`src/rtl/ss_pkg.sv`:
```
// ss_pkg: shared 7-segment constants and pattern-to-ASCII decode
// Used by ss_capture and by display-driver benches.
package ss_pkg;
  localparam int SEG_A = 0;
  localparam int SEG_B = 1;
  localparam int SEG_C = 2;
  localparam int SEG_D = 3;
  localparam int SEG_E = 4;
  localparam int SEG_F = 5;
  localparam int SEG_G = 6;
  localparam int N_DIG = 4;
  function automatic logic [7:0] seg_to_ascii(input logic [6:0] s);
    case (s)
      7'h3F: return 8'h30;
      7'h06: return 8'h31;
      7'h5B: return 8'h32;
      7'h4F: return 8'h33;
      7'h66: return 8'h34;
      7'h6D: return 8'h35;
      7'h7D: return 8'h36;
      7'h07: return 8'h37;
      7'h7F: return 8'h38;
      7'h6F: return 8'h39;
      7'h77: return 8'h41;
      7'h7C: return 8'h62;
      7'h39: return 8'h43;
      7'h5E: return 8'h64;
      7'h79: return 8'h45;
      7'h71: return 8'h46;
      7'h76: return 8'h48;
      7'h38: return 8'h4C;
      7'h73: return 8'h50;
      7'h3E: return 8'h55;
      7'h40: return 8'h2D;
      7'h00: return 8'h20;
      default: return 8'h3F;
    endcase
  endfunction
endpackage

```
`src/rtl/ss_capture_filter.sv`:
```
// ss_stable_filter: input register plus run-length stability filter
// Ports: d (raw pins), q (registered value), acc (high in the cycle the run
// length reaches STABLE_CYCLES; the consumer commits on the following edge).
module ss_stable_filter #(
  parameter int W = 11,
  parameter int STABLE_CYCLES = 4
) (
  input  logic         clk,
  input  logic         rst_n,
  input  logic [W-1:0] d,
  output logic [W-1:0] q,
  output logic         acc
);
  localparam logic [7:0] SC = 8'(STABLE_CYCLES);
  logic [W-1:0] in_q, prev_q;
  logic [7:0] cnt_q, cnt_d;
  always_comb begin
    cnt_d = (in_q != prev_q) ? 8'd1 : (cnt_q == SC ? cnt_q : cnt_q + 8'd1);
    acc = (cnt_d == SC) && (cnt_q != SC);
  end
  always_ff @(posedge clk) begin
    if (!rst_n) begin
      in_q <= '0;
      prev_q <= '0;
      cnt_q <= '0;
    end else begin
      in_q <= d;
      prev_q <= in_q;
      cnt_q <= cnt_d;
    end
  end
  assign q = in_q;
endmodule

```
`src/rtl/ss_capture.sv`:
```
// ss_capture: rebuilds the 4-digit frame shown on a multiplexed 7-segment bus
// Ports: ss/dig pins in; seg_out/ascii_out frame out; frame_valid and changed
// strobes; stalled level; err_multi pulse on a stable multi-bit dig.
module ss_capture
  import ss_pkg::*;
#(
  parameter int STABLE_CYCLES = 4,
  parameter int TIMEOUT = 1023,
  parameter int SEG_ACTIVE_LOW = 0,
  parameter int DIG_ACTIVE_LOW = 0
) (
  input  logic        clk,
  input  logic        rst_n,
  input  logic [6:0]  ss,
  input  logic [4:1]  dig,
  output logic [27:0] seg_out,
  output logic [31:0] ascii_out,
  output logic        frame_valid,
  output logic        changed,
  output logic        stalled,
  output logic        err_multi
);
  localparam logic [3:0] DIG_INV = (DIG_ACTIVE_LOW != 0) ? 4'hF : 4'h0;
  localparam logic [6:0] SEG_INV = (SEG_ACTIVE_LOW != 0) ? 7'h7F : 7'h00;
  localparam logic [15:0] TO = 16'(TIMEOUT);
  logic [10:0] pin_r;
  logic acc, one_hot, multi, done, timeout_hit;
  logic [3:0] dig_r;
  logic [6:0] ss_r;
  logic [N_DIG-1:0][6:0] buf_q, buf_d;
  logic [N_DIG-1:0][7:0] ascii_q, ascii_d;
  logic [27:0] seg_q, seg_d;
  logic [3:0] seen_q, seen_d;
  logic [15:0] tcnt_q, tcnt_d;
  logic fv_q, fv_d, chg_q, chg_d, stall_q, stall_d, err_q, err_d;
  ss_stable_filter #(.W(11), .STABLE_CYCLES(STABLE_CYCLES)) u_filt (
    .clk(clk), .rst_n(rst_n), .d({dig, ss}), .q(pin_r), .acc(acc)
  );
  always_comb begin
    dig_r = pin_r[10:7] ^ DIG_INV;
    ss_r = pin_r[6:0] ^ SEG_INV;
    one_hot = acc && (dig_r != 4'd0) && ((dig_r & (dig_r - 4'd1)) == 4'd0);
    multi = acc && ((dig_r & (dig_r - 4'd1)) != 4'd0);
    done = seen_q == 4'hF;
    tcnt_d = one_hot ? 16'd0 : (tcnt_q == 16'hFFFF ? tcnt_q : tcnt_q + 16'd1);
    timeout_hit = tcnt_d == TO;
    stall_d = one_hot ? 1'b0 : (timeout_hit ? 1'b1 : stall_q);
    // clear first so a digit accepted in the completion cycle opens the next frame
    seen_d = ((done || timeout_hit) ? 4'h0 : seen_q) | (one_hot ? dig_r : 4'h0);
    for (int k = 0; k < N_DIG; k++) begin
      buf_d[k] = (one_hot && dig_r[k]) ? ss_r : buf_q[k];
      ascii_d[k] = done ? seg_to_ascii(buf_q[k]) : ascii_q[k];
    end
    seg_d = done ? buf_q : seg_q;
    fv_d = done;
    chg_d = done && (buf_q != seg_q);
    err_d = multi;
  end
  always_ff @(posedge clk) begin
    if (!rst_n) begin
      buf_q <= '0;
      ascii_q <= {N_DIG{8'h20}};
      seg_q <= '0;
      seen_q <= '0;
      tcnt_q <= '0;
      fv_q <= 1'b0;
      chg_q <= 1'b0;
      stall_q <= 1'b0;
      err_q <= 1'b0;
    end else begin
      buf_q <= buf_d;
      ascii_q <= ascii_d;
      seg_q <= seg_d;
      seen_q <= seen_d;
      tcnt_q <= tcnt_d;
      fv_q <= fv_d;
      chg_q <= chg_d;
      stall_q <= stall_d;
      err_q <= err_d;
    end
  end
  assign seg_out = seg_q;
  assign ascii_out = ascii_q;
  assign frame_valid = fv_q;
  assign changed = chg_q;
  assign stalled = stall_q;
  assign err_multi = err_q;
endmodule

```
`config.mk`:
```
export PLATFORM = sky130hd
export DESIGN_NAME = ss_capture
export DESIGN_NICKNAME = d
export VERILOG_FILES = /design/src/rtl/ss_pkg.sv /design/src/rtl/ss_capture_filter.sv /design/src/rtl/ss_capture.sv
export SDC_FILE = /design/constraint.sdc
export NUM_CORES = 1
export LEC_CHECK = 0
export CAP_MARGIN = 20
export CORE_UTILIZATION = 45
export CTS_BUF_LIST = sky130_fd_sc_hd__clkbuf_16
export DETAILED_ROUTE_END_ITERATION = 16
export PLACE_DENSITY_LB_ADDON = 0.1
export SLEW_MARGIN = 20
export SYNTH_ARGS = -nofsm -noshare
export SYNTH_HDL_FRONTEND = slang
export SYNTH_SLANG_ARGS = --single-unit
```
`constraint.sdc`:
```
create_clock -name clk -period 2.5 [get_ports clk]
set_input_delay 0.5 -clock clk [delete_from_list [all_inputs] [get_ports clk]]
set_output_delay 0.5 -clock clk [all_outputs]
set_load 0.02 [all_outputs]
```
======== After elaboration in Yosys (flattened, before gate mapping) ========
Cells that the tools add are included.
W data, S select, Z words.
word-level totals
  logic and storage cells ................. 144
  input bits .............................. 13
  output and inout port bits .............. 64
  bits in registers ....................... 142
operators by class
  mux-type cells .......................... 10
  bitwise operators ....................... 3
  reduce and logical (&&, ||, !) cells .... 18
  eq/ne operators ......................... 92
  add/sub/neg operators ................... 3
operator list
  cell                     number
  $pmux W7 S22             4
  $eq A7 B7 Y1 const B     60
  $eq A7 B6 Y1 const B     16
  $eq A7 B3 Y1 const B     8
  $mux W16                 2
  $logic_not A7 Y1         4
  $ne A28 B28 Y1           1
  $add A16 B1 Y16 const B  1
  $eq A16 B10 Y1 const B   1
  $eq A16 B16 Y1 const B   1
  $eq A8 B3 Y1 const B     2
  $mux W8                  2
  $ne A11 B11 Y1           1
  $logic_and A1 B1 Y1      9
  $add A8 B1 Y8 const B    1
  $mux W4                  2
  $ne A8 B3 Y1 const B     1
  $reduce_bool A4 Y1       2
  $and A4 B4 Y4            1
  $eq A4 B4 Y1 const B     1
  $logic_not A4 Y1         1
  $or A4 B4 Y4             1
  $sub A4 B1 Y4 const B    1
  $reduce_or A2 Y1         1
  2 further kinds          2

======== Logic depth before layout (Yosys ltp) ========
Gate-level depths: netlist of run 1.
  depth in word-level cells ............... 12
  depth in mapped cells ................... 9
  gate-level depth less buffers ........... 7

======== Cells and area by module ========
Synthesis of run 1 repeated with hierarchy kept, for this count alone.
unflattened totals
  cell total of the unflattened synthesis .. 958
  area total of the unflattened synthesis .. 7,556.0 um^2
by module, submodules not included
  module            area an instance (um^2)  sequential area each (um^2)  cells each  instances
  ss_capture        6,374.9                  2,162.1                      851         1
  ss_stable_filter  1,181.1                  600.6                        107         1

======== Least setup slack after synthesis of run 1 ========
OpenSTA, ideal clock, no wires.
  path kind ............................... register to register
  from .................................... register tcnt_q[2]
  to ...................................... register seen_q[0]
  arrival ................................. 2.014 ns
  buffers on the path ..................... 2
  required time ........................... 2.370 ns
  clock period less this slack ............ 2.145 ns
  slack ................................... 0.355 ns
  library setup time ...................... 0.130 ns
  stages on the path, launching flop included .. 9
  cell sequence ........................... dfxtp_1 -> buf_2 -> nand4_2 -> or4_1 -> buf_2 -> a31oi_2 -> o21ai_2 -> o41ai_2 -> o21ai_0
between the ends
  cells in the longest elaborated chain, start to end .. 7
  elaborated cells on any way between the ends .. 8
  classes of those cells .................. add/sub: 1; eq/ne: 2; mux: 3; bitwise: 1; reduce/logical: 1
ends and longest elaborated chain
  what                                                      RTL line          source
  start, declared                                           ss_capture.sv:34  logic [15:0] tcnt_q, tcnt_d;
  start signal, assigned                                    ss_capture.sv:75  tcnt_q <= tcnt_d;
  $add A16 B1 Y16 / $eq A16 B16 Y1 (equally long branches)  ss_capture.sv:45  tcnt_d = one_hot ? 16'd0 : (tcnt_q == 16'hFFFF ? tcnt_q : tcnt_q + 16'd1);
  $mux W16 (*) (2 in a row)                                 ss_capture.sv:45
  $eq A16 B10 Y1 (*)                                        ss_capture.sv:46  timeout_hit = tcnt_d == TO;
  $logic_or A1 B1 Y1 (*)                                    ss_capture.sv:49  seen_d = ((done || timeout_hit) ? 4'h0 : seen_q) | (one_hot ? dig_r : 4'h0);
  $mux W4 (*)                                               ss_capture.sv:49
  $or A4 B4 Y4 (*)                                          ss_capture.sv:49
  end signal, assigned                                      ss_capture.sv:74  seen_q <= seen_d;
  end, declared                                             ss_capture.sv:33  logic [3:0] seen_q, seen_d;
Every way passes the cells marked *; elsewhere a longest branch is shown, timed or not.
A chain may end at the register's enable or synchronous reset.

======== Final worst setup path of run 1 ========
  from .................................... register buf_q[6] (netlist name)
  to ...................................... register ascii_q (netlist bit ascii_out[2])
between the ends
  cells in the longest elaborated chain, start to end .. 2
  elaborated cells on any way between the ends .. 23
  classes of those cells .................. eq/ne: 21; mux: 1; reduce/logical: 1
ends and longest elaborated chain
  what                                  RTL line          source
  start, declared                       ss_capture.sv:30  logic [N_DIG-1:0][6:0] buf_q, buf_d;
  start signal, assigned                ss_capture.sv:71  buf_q <= buf_d;
  $eq A7 B7 Y1 (tied with other cells)  ss_pkg.sv:13      case (s)
  $pmux W7 S22 (*)                      ss_pkg.sv:13
  end signal, assigned                  ss_capture.sv:62  ascii_q <= {N_DIG{8'h20}};
  end signal, assigned                  ss_capture.sv:72  ascii_q <= ascii_d;
  end, declared                         ss_capture.sv:31  logic [N_DIG-1:0][7:0] ascii_q, ascii_d;
Marks and branches as above.

==> PnR_summary.wiki, run 1 <==
{| class="wikitable"
! Metric !! Value
|-
| Share of async-settable or async-resettable flops after synthesis || 0
|-
| Combinational Power Share || 0.034
|-
| Final sum of negative setup slack || 0 ns
|-
| Post-CTS setup-driven buffer insertion count || 0
|-
| Cells taking the most area after synthesis || dfxtp_1, nand2_1, a21oi_1
|-
| Flop and latch count out of synthesis || 138
|-
| Hold-fix buffers, CTS || 0
|-
| Number of global-route vias before repair || 6386
|-
| First-pass GRT wire length || 33.5 mm
|-
| Pleak || 3.36 nW
|-
| Resized cells post-CTS || 0
|-
| Critical path buffers and inverters || 0
|-
| Clock tree root buffer cell || clkbuf_16
|-
| Class of the most critical setup path || flip-flop to flip-flop
|-
| Syn Area/Cell || 7.84 µm²
|-
| Clk Latency, worst-skew pair || 0.42 ns
|-
| Pin count of the biggest net entering global routing || 57
|-
| Detailed Routing Iterations Pass 1 || 5
|-
| Number of violations of the max-capacitance limit || 0
|-
| Number of rows created at floorplan || 47
|-
| Largest fanout of any net on the critical path || 15
|-
| Per-cell via count in the routed design || 5.74
|-
| Required arrival time at the worst endpoint || 2.81 ns
|-
| Worst hold path type || flip-flop to flip-flop
|-
| Share of Yosys cell area claimed by the top area cell type || 0.365
|-
| Maximum number of buffers from clock root to sink || 2
|-
| Post-Route Hold Slack || 0.445 ns
|-
| Area taken by multi-input logic gates || 4400 µm²
|-
| Unrepaired setup endpoints after global routing || no
|-
| Remaining Overflow, GRT || 0
|-
| Maximum ir drop on the vdd rail || 0.497 mV
|-
| Type of element capturing the critical path || flip-flop
|-
| Util after Layout || 0.574
|-
| Power per standard cell area || 548 nW/µm²
|-
| Via count of the routed design || 7313
|-
| Post-layout minimum cycle time || 2.31 ns
|-
| Max frequency || 433 MHz
|-
| Total GRT Usage || 0.237
|-
| Internal power of the cells || 4.07 mW
|-
| Share of synthesized area occupied by flip-flops and latches || 0.365
|-
| Headroom to the max-slew limit || 0.564
|-
| Most common cell in the synthesized netlist || dfxtp_1
|-
| Final Hold Fails || 0
|-
| Final setup fails || 0
|-
| Worst Path Arrival || 2.62 ns
|-
| Post-synth EDFFs || 0
|-
| Antenna-violating nets left || 0
|-
| Proportion of layout cells with a drive suffix above 1 || 0.135
|-
| Max H-tree Level || 4
|-
| Final period utilization || 0.923
|-
| Final-report max-slew violation count || 0
|-
| Number of top-level pins || 77
|-
| Total number of yosys warnings || 0
|-
| Critical path's slowest cell || or4b_1
|-
| Portion of total power attributed to the clock network || 0.535
|-
| Chain of cells forming the critical path || or4b_1 > a21o_1 > a21boi_0 > a41o_1 > a211o_1 > o221a_2
|-
| Outcome || finished clean
|-
| Diodes inserted || 0
|-
| Num Clock Sinks || 138
|-
| Total detailed-routing wirelength || 20.2 mm
|-
| Initial antenna violation count || 0
|-
| Starting Density || 0.458
|-
| Register area || 2770 µm²
|-
| Floorplan die height || 132 µm
|-
| Horizontal die dimension || 132 µm
|-
| Actual slew at the worst max-slew pin || 0.653 ns
|-
| Total instance count after detailed placement || 1242
|-
| Post-synth top cells || dfxtp_1, nand2_1, a21oi_1
|-
| Final nets || 1057
|-
| Final GP Congestion || 0.869
|-
| Share of total power consumed by net switching || 0.217
|-
| Layout fillers || 1512
|-
| Synthesis-to-layout area growth || 25.3%
|-
| Cell taking the most area after synthesis || dfxtp_1
|-
| Number of DRC markers after the initial detailed-route iteration || 808
|-
| Number of non-filler instances in the completed layout || 1274
|-
| Core Footprint || 16500 µm²
|-
| Most used flip-flop cell after synthesis || dfxtp_1
|-
| DRC violation count after routing || 0
|-
| CP startpoint kind || flip-flop
|-
| Largest stage delay on the critical path || 0.56 ns
|-
| CTS tree || done
|-
| Number of standard cells after synthesis || 965
|-
| Sequential fraction of design power || 0.431
|-
| Crit-path leading delay family || compound AO/OA/AOI/OAI gates
|-
| Die Footprint || 17300 µm²
|-
| Number of I/O port buffers || 72
|-
| Number of different library cells in the post-synthesis netlist || 80
|-
| Post-detailed-route wirelength per cell || 15.9 µm
|-
| Cell area after technology mapping || 7560 µm²
|-
| DP Wirelength || 14.1 mm
|-
| Clk_skew || 0.00770 ns
|-
| CTS Buf Count || 17
|-
| Switching power || 1.13 mW
|-
| Total design power || 5.20 mW
|-
| Clock-pin slew reported for the worst setup and hold paths after clock tree synthesis || 0.06 ns
|}
worst reg2reg max path: stages, from the launching register on:
cell and delay (ns):
dfxtp_1 0.51, or4b_1 0.56, a21o_1 0.21, a21boi_0 0.15
a41o_1 0.25, a211o_1 0.30, o221a_2 0.22
area by class of cell:
class / count / area share
clock buffers: 17 / 0.0449
clock inverters: 15 / 0.0235
inverters: 19 / 0.00752
multi-input cells: 718 / 0.464
flip-flops and latches: 138 / 0.292
well taps: 220 / 0.0290
repair buffers: 147 / 0.139
power by group through the flow:
stage          Clock, mW  Sequential [mW]  Combinational [mW]
2_1_floorplan          0             2.29               0.102
3_3_place_gp           0             2.29               0.175
3_5_place_dp           0             2.29               0.174
4_1_cts             2.82             2.24               0.175
5_1_grt             2.93             2.24               0.195
6_report            2.78             2.24               0.177
metrics by stage:
step	worst slack, ns	cell area [µm²]
after CTS	0.0204	9450
after global placement	0.0930	8800
after global routing	0.0283	9480
after floorplan	0.355	7570
final	0.193	9480
after detailed placement	0.0351	8800
cells by family after synthesis:
kind of cell,after synthesis,synth area share
buf+inv,112,0.0591
compound gates,232,0.201
simple gates,405,0.281
fa+ha+maj,4,0.00629
other cells,1,0.000496
flops,138,0.365
xor+xnor,63,0.0730
mux,10,0.0136
worst paths after layout:
kind	from	end	slack [ns]	cells after the start
max	buf_q[6]	ascii_out[2]	0.19	6
min	stalled	stalled	0.45	2
max reg2reg	buf_q[6]	ascii_out[2]	0.19	6
min reg2reg	stalled	stalled	0.45	2
flip-flops by register name, summed over array words and instances (netlist names):
signal	flops
ascii_out	28
buf_q	28
seg_out	28
tcnt_q	16
u_filt.prev_q	11
u_filt.q	11
u_filt.cnt_q	8
seen_q	4
changed	1
err_multi	1
frame_valid	1
stalled	1
cell usage in the layout, fill, tap and decap left out, types with 7 or more instances in the layout:
cell / netlist / final
dfxtp_1: 138 / 136
nand2_1: 122 / 122
a21oi_1: 77 / 77
clkdlybuf4s50_1: 0 / 72
buf_4: 4 / 72
nand3_1: 65 / 65
o21ai_0: 61 / 61
nor2_1: 52 / 52
xnor2_1: 32 / 32
xor2_1: 31 / 31
nor4_1: 23 / 21
and2_1: 20 / 20
nor3_1: 19 / 19
inv_1: 18 / 18
clkbuf_16: 0 / 17
nand4_1: 15 / 15
o221a_2: 14 / 14
nand2b_1: 12 / 12
or3_1: 10 / 10
or4_1: 8 / 8
and3_1: 8 / 8
mux2i_1: 8 / 8
o211ai_1: 7 / 7
nor3b_1: 7 / 7
metal layers:
metal,part of all wire,up-vias,GRT usage
li1,-,3643,-
met1,0.50,3416,0.346
met2,0.44,225,0.349
met3,0.040,29,0.0409
met4,0.018,0,0.0762
met5,0,-,0
No activity file was read; power rests on OpenSTA's default activity.
==> run 2, diff against run 1 <==
- SETUP_SLACK_MARGIN: default -> 0.5
- SLEW_MARGIN: 20 -> default
- SYNTH_HIERARCHICAL: default -> 1
==> PnR_summary.wiki, run 2 <==
{| class="wikitable"
! Metric !! Value
|-
| Die Footprint || 17300 µm² (about the same)
|-
| Antenna-violating nets left || 0 (unchanged)
|-
| Floorplan die height || 132 µm (about the same)
|-
| Post-synth EDFFs || 0 (unchanged)
|-
| Commonest non-fill, non-tap cell in the layout || nand2_1 (was dfxtp_1)
|-
| Number of DRC markers after the initial detailed-route iteration || 481 (was 808)
|-
| Largest fanout of any net on the critical path || 6 (was 15)
|-
| Cell area after technology mapping || 7560 µm² (about the same)
|-
| Cell taking the most area after synthesis || dfxtp_1 (unchanged)
|-
| First-pass GRT wire length || 33.8 mm (was 33.5 mm)
|-
| DRC violation count after routing || 0 (unchanged)
|-
| Post-layout minimum cycle time || 2.56 ns (was 2.31 ns)
|-
| Final GP Congestion || 0.853 (was 0.869)
|-
| Crit-path leading delay family || simple AND/OR/NAND/NOR gates (was compound AO/OA/AOI/OAI gates)
|-
| Worst Path Arrival || 2.90 ns (was 2.62 ns)
|-
| Initial antenna violation count || 0 (unchanged)
|-
| Final-report max-slew violation count || 0 (unchanged)
|-
| Number of I/O port buffers || 72 (unchanged)
|-
| Failing checks || setup timing
|-
| Startpoint of the lowest-slack register-to-register path || u_filt/prev_q[0] (was buf_q[6])
|-
| Required arrival time at the worst endpoint || 2.84 ns (was 2.81 ns)
|-
| Final period utilization || 1.02 (was 0.923)
|-
| Worst hold path type || flip-flop to flip-flop (unchanged)
|-
| Maximum ir drop on the vdd rail || 0.504 mV (was 0.497 mV)
|-
| Starting Density || 0.459 (was 0.458)
|-
| Max frequency || 391 MHz (was 433 MHz)
|-
| Num Clock Sinks || 138 (unchanged)
|-
| Number of violations of the max-capacitance limit || 0 (unchanged)
|-
| Final setup fails || 10 (was 0)
|-
| Layout fillers || 1467 (was 1512)
|-
| Total design power || 5.05 mW (was 5.20 mW)
|-
| Share of Yosys cell area claimed by the top area cell type || 0.366 (was 0.365)
|-
| Clk_skew || 0.00701 ns (was 0.00770 ns)
|-
| Total detailed-routing wirelength || 20.4 mm (was 20.2 mm)
|-
| Util after Layout || 0.610 (was 0.574)
|-
| Per-cell via count in the routed design || 5.60 (was 5.74)
|-
| Share of async-settable or async-resettable flops after synthesis || 0 (unchanged)
|-
| Number of different library cells in the post-synthesis netlist || 77 (was 80)
|-
| Highest-count cells in the layout ignoring fill and taps || nand2_1, dfxtp_1, buf_4 (was dfxtp_1, nand2_1, a21oi_1)
|-
| Outcome || finished, violations left (was finished clean)
|-
| Headroom to the max-slew limit || 0.639 (was 0.564)
|-
| Share of synthesized area occupied by flip-flops and latches || 0.366 (was 0.365)
|-
| Type of element capturing the critical path || flip-flop (unchanged)
|-
| RR Endpoint || seen_q[0] (was ascii_out[2])
|-
| Actual slew at the worst max-slew pin || 0.536 ns (was 0.653 ns)
|-
| Total number of yosys warnings || 6 (was 0)
|-
| Synthesis-to-layout area growth || 33.0% (was 25.3%)
|-
| Critical path buffers and inverters || 4 (was 0)
|-
| Chain of cells forming the critical path || xor2_2 > nor4_4 > nand3_2 > nor4b_4 > inv_1 > a221oi_4 > buf_4 > buf_8 > buf_6 > nand3_4 > a21boi_2 > a41oi_1 (was or4b_1 > a21o_1 > a21boi_0 > a41o_1 > a211o_1 > o221a_2)
|-
| Worst setup path endpoint || seen_q[0] (was ascii_out[2])
|-
| CP startpoint kind || flip-flop (unchanged)
|-
| Number of standard cells after synthesis || 958 (was 965)
|-
| CTS Buf Count || 17 (unchanged)
|-
| Largest stage delay on the critical path || 0.34 ns (was 0.56 ns)
|-
| Clk Latency, worst-skew pair || 0.43 ns (was 0.42 ns)
|-
| Most common cell in the synthesized netlist || dfxtp_1 (unchanged)
|-
| Clock tree root buffer cell || clkbuf_16 (unchanged)
|-
| Detailed Routing Iterations Pass 1 || 5 (unchanged)
|-
| Final Hold Fails || 0 (unchanged)
|-
| Proportion of layout cells with a drive suffix above 1 || 0.230 (was 0.135)
|-
| CTS tree || done (unchanged)
|-
| Number of top-level pins || 77 (unchanged)
|-
| Number of global-route vias before repair || 6745 (was 6386)
|-
| Pin count of the biggest net entering global routing || 40 (was 57)
|-
| Number of rows created at floorplan || 47 (unchanged)
|-
| Most used flip-flop cell after synthesis || dfxtp_1 (unchanged)
|-
| Critical path's slowest cell || nor4b_4 (was or4b_1)
|-
| Clock-pin slew reported for the worst setup and hold paths after clock tree synthesis || 0.06 ns (about the same)
|-
| Setup slack of the critical path after layout || -0.0602 ns (was 0.193 ns)
|-
| Number of gates on the worst path with buffers counted || 12 (was 6)
|-
| Remaining Overflow, GRT || 0 (unchanged)
|-
| Total GRT Usage || 0.239 (was 0.237)
|-
| Diodes inserted || 0 (unchanged)
|-
| Power per standard cell area || 503 nW/µm² (was 548 nW/µm²)
|-
| Setup slack, reg-to-reg || -0.06 ns (was 0.19 ns)
|-
| Horizontal die dimension || 132 µm (about the same)
|-
| Worst Reg-to-Reg Cells || 12 (was 6)
|-
| Post-placement setup slack || -0.0870 ns (was 0.0351 ns)
|-
| Flop and latch count out of synthesis || 138 (unchanged)
|-
| Class of the most critical setup path || flip-flop to flip-flop (unchanged)
|-
| Maximum number of buffers from clock root to sink || 2 (unchanged)
|-
| Unrepaired setup endpoints after global routing || yes (was no)
|-
| Core Footprint || 16500 µm² (about the same)
|-
| Pleak || 3.72 nW (was 3.36 nW)
|-
| Via count of the routed design || 7240 (was 7313)
|-
| Syn Area/Cell || 7.89 µm² (was 7.84 µm²)
|-
| Final nets || 1075 (was 1057)
|-
| Max H-tree Level || 4 (unchanged)
|-
| Cells taking the most area after synthesis || dfxtp_1, nand2_1, a21oi_1 (unchanged)
|-
| Post-detailed-route wirelength per cell || 15.8 µm (was 15.9 µm)
|-
| DP Wirelength || 14.1 mm (about the same)
|-
| Post-synth top cells || dfxtp_1, nand2_1, nor2_1 (was dfxtp_1, nand2_1, a21oi_1)
|-
| Origin of the worst setup path || u_filt/prev_q[0] (was buf_q[6])
|}
## run 2: power by group
group / switching, mW / internal [mW] / total [mW] / leakage, nW
registers: 0.0153 / 2.22 / 2.23 / 1.13
logic: 0.125 / 0.0930 / 0.218 / 2.29
clock network: 0.953 / 1.65 / 2.60 / 0.299
## run 2: metal layers
layer | global-route usage | wire [µm]
met5 | 0 | 0
met4 | 0.0756 | 294
met2 | 0.393 | 9910
met1 | 0.312 | 9530
met3 | 0.0471 | 697
## run 2: how the worst min path moves through the flow
stage / end / start / depth (start not counted) / slack, ns
6_report: ascii_out[29] / ascii_out[29] / 2 / 0.47
5_1_grt: ascii_out[29] / ascii_out[29] / 2 / 0.49
4_1_cts: ascii_out[29] / ascii_out[29] / 2 / 0.47
3_5_place_dp: ascii_out[29] / ascii_out[29] / 2 / 0.46
3_3_place_gp: ascii_out[5] / ascii_out[5] / 2 / 0.46
2_1_floorplan: buf_q[8] / u_filt/q[1] / 2 / 0.49
## run 2: worst min-delay path: stages, from the launching register on
cell and delay [ns]:
dfxtp_1 0.32, nand2_1 0.05, nand3_1 0.07
## run 2: final cells by class
cell class                 count  area (µm²)  area share
clock buffer                  17         425      0.0423
clock inverter                15         181      0.0181
inverter                      16        62.6     0.00623
multi-input combinational    723        4790       0.477
sequential                   138        2810       0.279
tap                          220         275      0.0274
timing repair buffer         163        1500       0.150
## run 2: timing repair
action                     in CTS  in global routing
hold buffers                    0                  0
setup buffers                   9                  4
gates resized for setup        67                 65
setup endpoints to repair      68                 72
pin swaps                      19                 14
## run 2: cell families after synthesis
kind of cell	after synthesis	synth area share
AOI/OAI and AO/OA	212	0.187
xor gates and xnor gates	60	0.0695
adders and majority gates	3	0.00497
buffers and inverters	100	0.0530
DFF	138	0.366
muxes	27	0.0363
other	1	0.000496
and+or+nand+nor	417	0.283
## run 2: stage by stage
stage | setup TNS [ns] | cell area, µm² | hold slack (ns) | std cells
CTS | -0.00337 | 9770 | 0.473 | 1287
global placement | -0.372 | 8850 | 0.456 | 1246
finish | -0.193 | 10000 | 0.470 | 1292
global route | -5.13 | 10000 | 0.494 | 1292
floorplan | 0 | 7610 | 0.487 | 961
detailed placement | -1.29 | 8850 | 0.458 | 1246
